===== config.mk =====
export PLATFORM = sky130hd
export DESIGN_NAME = memory_access_stage
export DESIGN_NICKNAME = d
export VERILOG_FILES = /design/src/rtl/memory_access_stage_pkg.sv /design/src/rtl/memory_access_stage_align.sv /design/src/rtl/memory_access_stage.sv
export SDC_FILE = /design/constraint.sdc
export NUM_CORES = 1
export LEC_CHECK = 0
export ABC_AREA = 1
export BUFFER_PORTS_ARGS = -buffer_cell sky130_fd_sc_hd__clkbuf_2
export CORE_ASPECT_RATIO = 0.5
export CORE_MARGIN = 3
export CORE_UTILIZATION = 55
export DETAILED_ROUTE_END_ITERATION = 10
export PLACE_DENSITY = 0.85
export SETUP_SLACK_MARGIN = 0.15
export SYNTH_ARGS = -nofsm -noshare
export SYNTH_HDL_FRONTEND = slang
export SYNTH_SLANG_ARGS = --single-unit

===== constraint.sdc =====
create_clock -name clk -period 4.6 [get_ports clk]
set_clock_uncertainty 0.2 [all_clocks]
set_input_delay 0.46 -clock clk [delete_from_list [all_inputs] [get_ports clk]]
set_output_delay 0.46 -clock clk [all_outputs]
set_load 0.02 [all_outputs]

===== src/rtl/memory_access_stage_pkg.sv =====
// Shared constants for the memory access stage: funct3 codes, opcodes and FSM encoding.
package memory_access_stage_pkg;

   localparam logic [2:0] F3_LB  = 3'b000;
   localparam logic [2:0] F3_LH  = 3'b001;
   localparam logic [2:0] F3_LW  = 3'b010;
   localparam logic [2:0] F3_LBU = 3'b100;
   localparam logic [2:0] F3_LHU = 3'b101;
   localparam logic [2:0] F3_SB  = 3'b000;
   localparam logic [2:0] F3_SH  = 3'b001;
   localparam logic [2:0] F3_SW  = 3'b010;

   localparam logic [6:0] OP_LOAD  = 7'b0000011;
   localparam logic [6:0] OP_STORE = 7'b0100011;

   localparam logic [1:0] ST_IDLE   = 2'd0;
   localparam logic [1:0] ST_ACCESS = 2'd1;
   localparam logic [1:0] ST_RESP   = 2'd2;

   function automatic logic is_mem_opcode(input logic [6:0] opcode);
      return (opcode == OP_LOAD) || (opcode == OP_STORE);
   endfunction

endpackage


===== src/rtl/memory_access_stage_align.sv =====
// Combinational byte-lane logic: store strobes/data replication, misalignment
// detection and load byte/halfword selection with sign or zero extension.
module load_store_align
   import memory_access_stage_pkg::*;
(
   input  logic [2:0]  funct3,
   input  logic [1:0]  offset,
   input  logic        is_store,
   input  logic [31:0] store_data,
   input  logic [31:0] load_word,
   output logic [3:0]  wstrb,
   output logic [31:0] wdata,
   output logic        misaligned,
   output logic [31:0] load_data
);

   logic [7:0]  sel_byte;
   logic [15:0] sel_half;

   assign sel_byte = load_word[{offset, 3'b000} +: 8];
   assign sel_half = load_word[{offset[1], 4'b0000} +: 16];

   always_comb begin
      wstrb      = 4'b1111;
      wdata      = store_data;
      misaligned = 1'b0;
      load_data  = load_word;
      if (is_store) begin
         case (funct3)
            F3_SB: begin
               wstrb = 4'b0001 << offset;
               wdata = {4{store_data[7:0]}};
            end
            F3_SH: begin
               wstrb      = 4'b0011 << offset;
               wdata      = {2{store_data[15:0]}};
               misaligned = offset[0];
            end
            F3_SW:   misaligned = |offset;
            default: misaligned = |offset;
         endcase
      end else begin
         // Unrecognised load widths fall back to a full-word load.
         case (funct3)
            F3_LB:  load_data = {{24{sel_byte[7]}}, sel_byte};
            F3_LBU: load_data = {24'h0, sel_byte};
            F3_LH: begin
               load_data  = {{16{sel_half[15]}}, sel_half};
               misaligned = offset[0];
            end
            F3_LHU: begin
               load_data  = {16'h0, sel_half};
               misaligned = offset[0];
            end
            F3_LW:   misaligned = |offset;
            default: misaligned = |offset;
         endcase
      end
   end

endmodule


===== src/rtl/memory_access_stage.sv =====
// MEM stage: one instruction per handshake, RV32I loads/stores over a
// ready-handshaked single-port data memory, registered MEM/WB bundle out.
module memory_access_stage
   import memory_access_stage_pkg::*;
#(
   parameter int ADDR_W = 32,
   parameter int XLEN   = 32
) (
   input  logic              clk,
   input  logic              rst,
   input  logic              ex_valid,
   output logic              ex_ready,
   input  logic [31:0]       ex_instruction,
   input  logic [XLEN-1:0]   ex_alu_result,
   input  logic [XLEN-1:0]   ex_rs2_data,
   input  logic              ex_reg_write_enable,
   input  logic              ex_mem_read,
   input  logic              ex_mem_write,
   output logic              dmem_req,
   output logic              dmem_we,
   output logic [ADDR_W-1:0] dmem_addr,
   output logic [XLEN-1:0]   dmem_wdata,
   output logic [3:0]        dmem_wstrb,
   input  logic [XLEN-1:0]   dmem_rdata,
   input  logic              dmem_ready,
   output logic              wb_valid,
   output logic [31:0]       wb_instruction,
   output logic [XLEN-1:0]   wb_result,
   output logic              wb_reg_write_enable,
   output logic              wb_misaligned
);

   logic [1:0]      state;
   logic [31:0]     held_instr;
   logic [XLEN-1:0] held_alu;
   logic [2:0]      held_f3;
   logic [1:0]      held_off;
   logic            held_load;
   logic            held_rwe;

   logic [2:0]      f3_sel;
   logic [1:0]      off_sel;
   logic            store_sel;
   logic [3:0]      strb_c;
   logic [31:0]     wdata_c;
   logic            mis_c;
   logic [31:0]     load_c;
   logic            mem_op;
   logic            rd_nz;

   assign ex_ready = (state == ST_IDLE);
   assign mem_op   = ex_mem_read | ex_mem_write;
   assign rd_nz    = |ex_instruction[11:7];

   // In IDLE the aligner looks at the incoming instruction; while an access is
   // outstanding it formats the returning word using the captured funct3/offset.
   assign f3_sel    = ex_ready ? ex_instruction[14:12] : held_f3;
   assign off_sel   = ex_ready ? ex_alu_result[1:0]    : held_off;
   assign store_sel = ex_ready ? ex_mem_write          : ~held_load;

   load_store_align u_align (
      .funct3     (f3_sel),
      .offset     (off_sel),
      .is_store   (store_sel),
      .store_data (ex_rs2_data),
      .load_word  (dmem_rdata),
      .wstrb      (strb_c),
      .wdata      (wdata_c),
      .misaligned (mis_c),
      .load_data  (load_c)
   );

   always_ff @(posedge clk) begin
      if (rst) begin
         state               <= ST_IDLE;
         dmem_req            <= 1'b0;
         dmem_we             <= 1'b0;
         dmem_addr           <= '0;
         dmem_wdata          <= '0;
         dmem_wstrb          <= 4'b0000;
         wb_valid            <= 1'b0;
         wb_instruction      <= '0;
         wb_result           <= '0;
         wb_reg_write_enable <= 1'b0;
         wb_misaligned       <= 1'b0;
         held_instr          <= '0;
         held_alu            <= '0;
         held_f3             <= '0;
         held_off            <= '0;
         held_load           <= 1'b0;
         held_rwe            <= 1'b0;
      end else begin
         wb_valid      <= 1'b0;
         wb_misaligned <= 1'b0;
         case (state)
            ST_IDLE: begin
               if (ex_valid) begin
                  if (mem_op && !mis_c) begin
                     state      <= ST_ACCESS;
                     dmem_req   <= 1'b1;
                     dmem_we    <= ex_mem_write;
                     dmem_addr  <= {ex_alu_result[ADDR_W-1:2], 2'b00};
                     dmem_wstrb <= ex_mem_write ? strb_c : 4'b0000;
                     dmem_wdata <= wdata_c;
                     held_instr <= ex_instruction;
                     held_alu   <= ex_alu_result;
                     held_f3    <= ex_instruction[14:12];
                     held_off   <= ex_alu_result[1:0];
                     held_load  <= ex_mem_read;
                     held_rwe   <= ex_reg_write_enable & rd_nz & ~ex_mem_write;
                  end else begin
                     wb_valid            <= 1'b1;
                     wb_instruction      <= ex_instruction;
                     wb_result           <= ex_alu_result;
                     wb_reg_write_enable <= ex_reg_write_enable & rd_nz & ~ex_mem_write
                                            & ~(mem_op & mis_c);
                     wb_misaligned       <= mem_op & mis_c;
                  end
               end
            end
            ST_ACCESS: begin
               if (dmem_ready) begin
                  state               <= ST_RESP;
                  dmem_req            <= 1'b0;
                  dmem_we             <= 1'b0;
                  wb_valid            <= 1'b1;
                  wb_instruction      <= held_instr;
                  wb_result           <= held_load ? load_c : held_alu;
                  wb_reg_write_enable <= held_rwe;
               end
            end
            ST_RESP: state <= ST_IDLE;
            default: state <= ST_IDLE;
         endcase
      end
   end

endmodule


==> results.md <==
* Async set-or-reset flop fraction in the synthesized netlist at 0
* Remaining Overflow, GRT at 0
* Number of gates given a new drive strength after cts at 0
* Peak clock frequency supported by timing at 0.300 GHz
* Die W at between 150 and 200 microns
* GR Util All Layers at 0.291
* Count of vias placed by the detailed router at 8971
* Clk buf depth at 2
* Vert. Die Dim at 94.2 microns
* Run status: finished, final reports clean
* Count of yosys warnings during synthesis at 0
* Cell variety after synth at 26
* Total power draw at roughly 4700 uW
* Hpwl dp at between 15 and 20 mm
* Leak at 0.00509 uW
* Core area at roughly 15000 sq um
* Final wirelength at around 25 mm
* Most common cell in the synthesized netlist: nand2_1
* # Max-Cap Violations at 0
* Diode count at 0
* Cell types with the highest counts after synthesis: nand2_1 (265), o21ai_0 (201), nor2_1 (176)
* Largest net degree at the start of global routing at 142
* TritonCTS clock tree: done
* Num CTS Buffers at 17
* CTS Root Buffer Type: clkbuf_16
* Setup repair after global routing missed its margin: no
* Worst-path clk slew at 70 ps
* Number of top-level pins at 273
* Routability Congestion at a little under 0.9
* CP arrival at 3440 ps
* Register area share after synthesis at 0.405
* Startpoint Class: register
* Count of flip-flops with a built-in enable after synthesis at 0
* Post-synthesis to final-layout area growth at 19.5%
* Number of remaining DRC errors at 0
* Largest fanout on the critical path at 50
* Post-synthesis sequential element count at 173
* Final WS setup at 1270 ps
* Final Hold Violating Endpoints at 0
* Initial core utilization at 0.577
* Final setup vio count at 0
* Total negative setup slack at 0 ps
* Filler cell count at 1320
* # nets final at 1606
* Share of the cycle needed by the critical path after routing at 0.724
* Path type of the worst setup path: register to register
* Post-Syn Area per Cell at 6.62 sq um
* Area contributors post-synth: dfxtp_1 (41%), o21ai_0 (12%), nand2_1 (12%)
* Area share of the largest cell type after synthesis at 0.405
* Wirelength per Cell at 15.2 microns
* Maximum vdd drop at 0.284 mV
* Type of the worst min-delay path: input pin to register
* Minimum period implied by the final worst setup slack at 3330 ps
* Number of rows in the core area at 31
* Port-buffer cells at 270
* Core occupancy in the finished layout at 0.690
* Worst slew pin tran at 1200 ps
* Router iterations before antenna repair at 6
* Max-Slew Margin vs Limit at 0.194
* Total die area at 17200 sq um
* Placement Setup Slack at 1330 ps
* Via count of the first global-routing pass at 8352
* Fraction of layout cells with a size suffix above 1 at 0.223
* Total number of clock tree sinks at 173
* Worst-Skew Late Latency at 430 ps
* Prevailing post-synth register cell: dfxtp_1
* Count of final max-slew check failures at 0
* Post-CTS Hold Buffers at 0
* Kind of end point of the critical path: register
* Cell area after synthesis at ~8600 sq um
* Buffers inserted by post-CTS timing repair at 0
* Initial drt markers at 705
* Cell type with the highest aggregate area in the netlist: dfxtp_1
* Antenna violations before repair at 0
* Global-route wire length before repair at 40.9 mm
* Remaining antenna violation count after routing at 0
* Number of instances in the synthesized netlist at 1291
* Maximum level of the CTS H-tree at 4
* Power Density at 460 nW/um^2
* Critical Path RT at roughly 4700 ps
* Number of vias per cell after detailed routing at around 5.3
==> metrics by stage <==
step	std cells	hold WS, ps	cell area, sq um
finish	1681	60.7	10200
global route	1681	63.2	10200
CTS	1681	47.2	10200
detailed placement	1650	240	9580
global placement	1650	232	9580
floorplan	1292	225	8550
==> final timing paths <==
check                                                 start                              to  slack (ps)  cells past startpoint
worst max-delay path                  state[1]$_SDFFE_PP0P_  wb_instruction[2]$_SDFFE_PP0P_        1270                     12
worst min-delay path                       ex_alu_result[6]        held_alu[6]$_SDFFE_PP0P_          60                      3
worst max register to register        state[1]$_SDFFE_PP0P_  wb_instruction[2]$_SDFFE_PP0P_        1270                     12
worst min register to register  held_instr[30]$_SDFFE_PP0P_     held_instr[30]$_SDFFE_PP0P_         250                      2
==> cells by family (layout without fill, tap and decap cells) <==
kind of cell           Yosys count  count (layout)  share of synthesized area
buffers and inverters          234             425                      0.128
flip-flops                     173             173                      0.405
AND/OR/NAND/NOR                495             495                      0.229
AO/OA/AOI/OAI                  388             388                      0.237
other                            1               2                   0.000439
==> routing by layer <==
metal	wire length, microns	track usage	vias up
met2	11700	0.470	366
met4	479	0.0899	0
met5	0	0	-
met3	2070	0.0677	40
met1	11300	0.390	4074
li1	-	-	4491
==> sequential cells by signal, summed over array words and instances, names as in the netlist <==
| name | cells |
|---|---|
| held_alu | 32 |
| dmem_we | 1 |
| held_load | 1 |
| state | 2 |
| dmem_req | 1 |
| wb_result | 32 |
| held_rwe | 1 |
| held_instr | 32 |
| wb_valid | 1 |
| wb_instruction | 32 |
| wb_reg_write_enable | 1 |
| wb_misaligned | 1 |
| dmem_wstrb | 4 |
| dmem_wdata | 32 |
==> layout make-up <==
| class | count | area (sq um) | area share |
|---|---|---|---|
| multi-input combinational | 885 | 4000 | 0.392 |
| clock inverter | 13 | 201 | 0.0197 |
| clock buffer | 18 | 439 | 0.0430 |
| inverter | 114 | 429 | 0.0420 |
| tap | 198 | 248 | 0.0242 |
| sequential | 173 | 3460 | 0.339 |
| timing repair buffer | 280 | 1440 | 0.141 |
==> worst max-delay path, cell delays in order, from the launching register on <==
cell and delay [ps]:
dfxtp_1 360, nor2_2 440, nand2_1 100, nand2_1 240
nand3_1 120, buf_4 240, nand3_2 120, nand3_2 110
nand2_1 90, nand2_2 520, buf_4 460, nor2_1 140
nor2_1 60
==> placed cells by master, fill, tap and decap left out, drive strengths merged <==
cell / count
a21oi: 166
a22oi: 1
buf: 10
bufinv: 4
clkbuf: 288
clkinv: 3
conb: 2
dfxtp: 173
inv: 120
nand2: 269
nand3: 43
nand4: 3
nor2: 178
o211a: 13
o211ai: 5
o21ai: 203
or2: 2
==> power by group <==
group	switching (uW)	internal (uW)
clock network	645	938
registers	119	1710
logic	892	396
(Power assumes the default switching activity.)
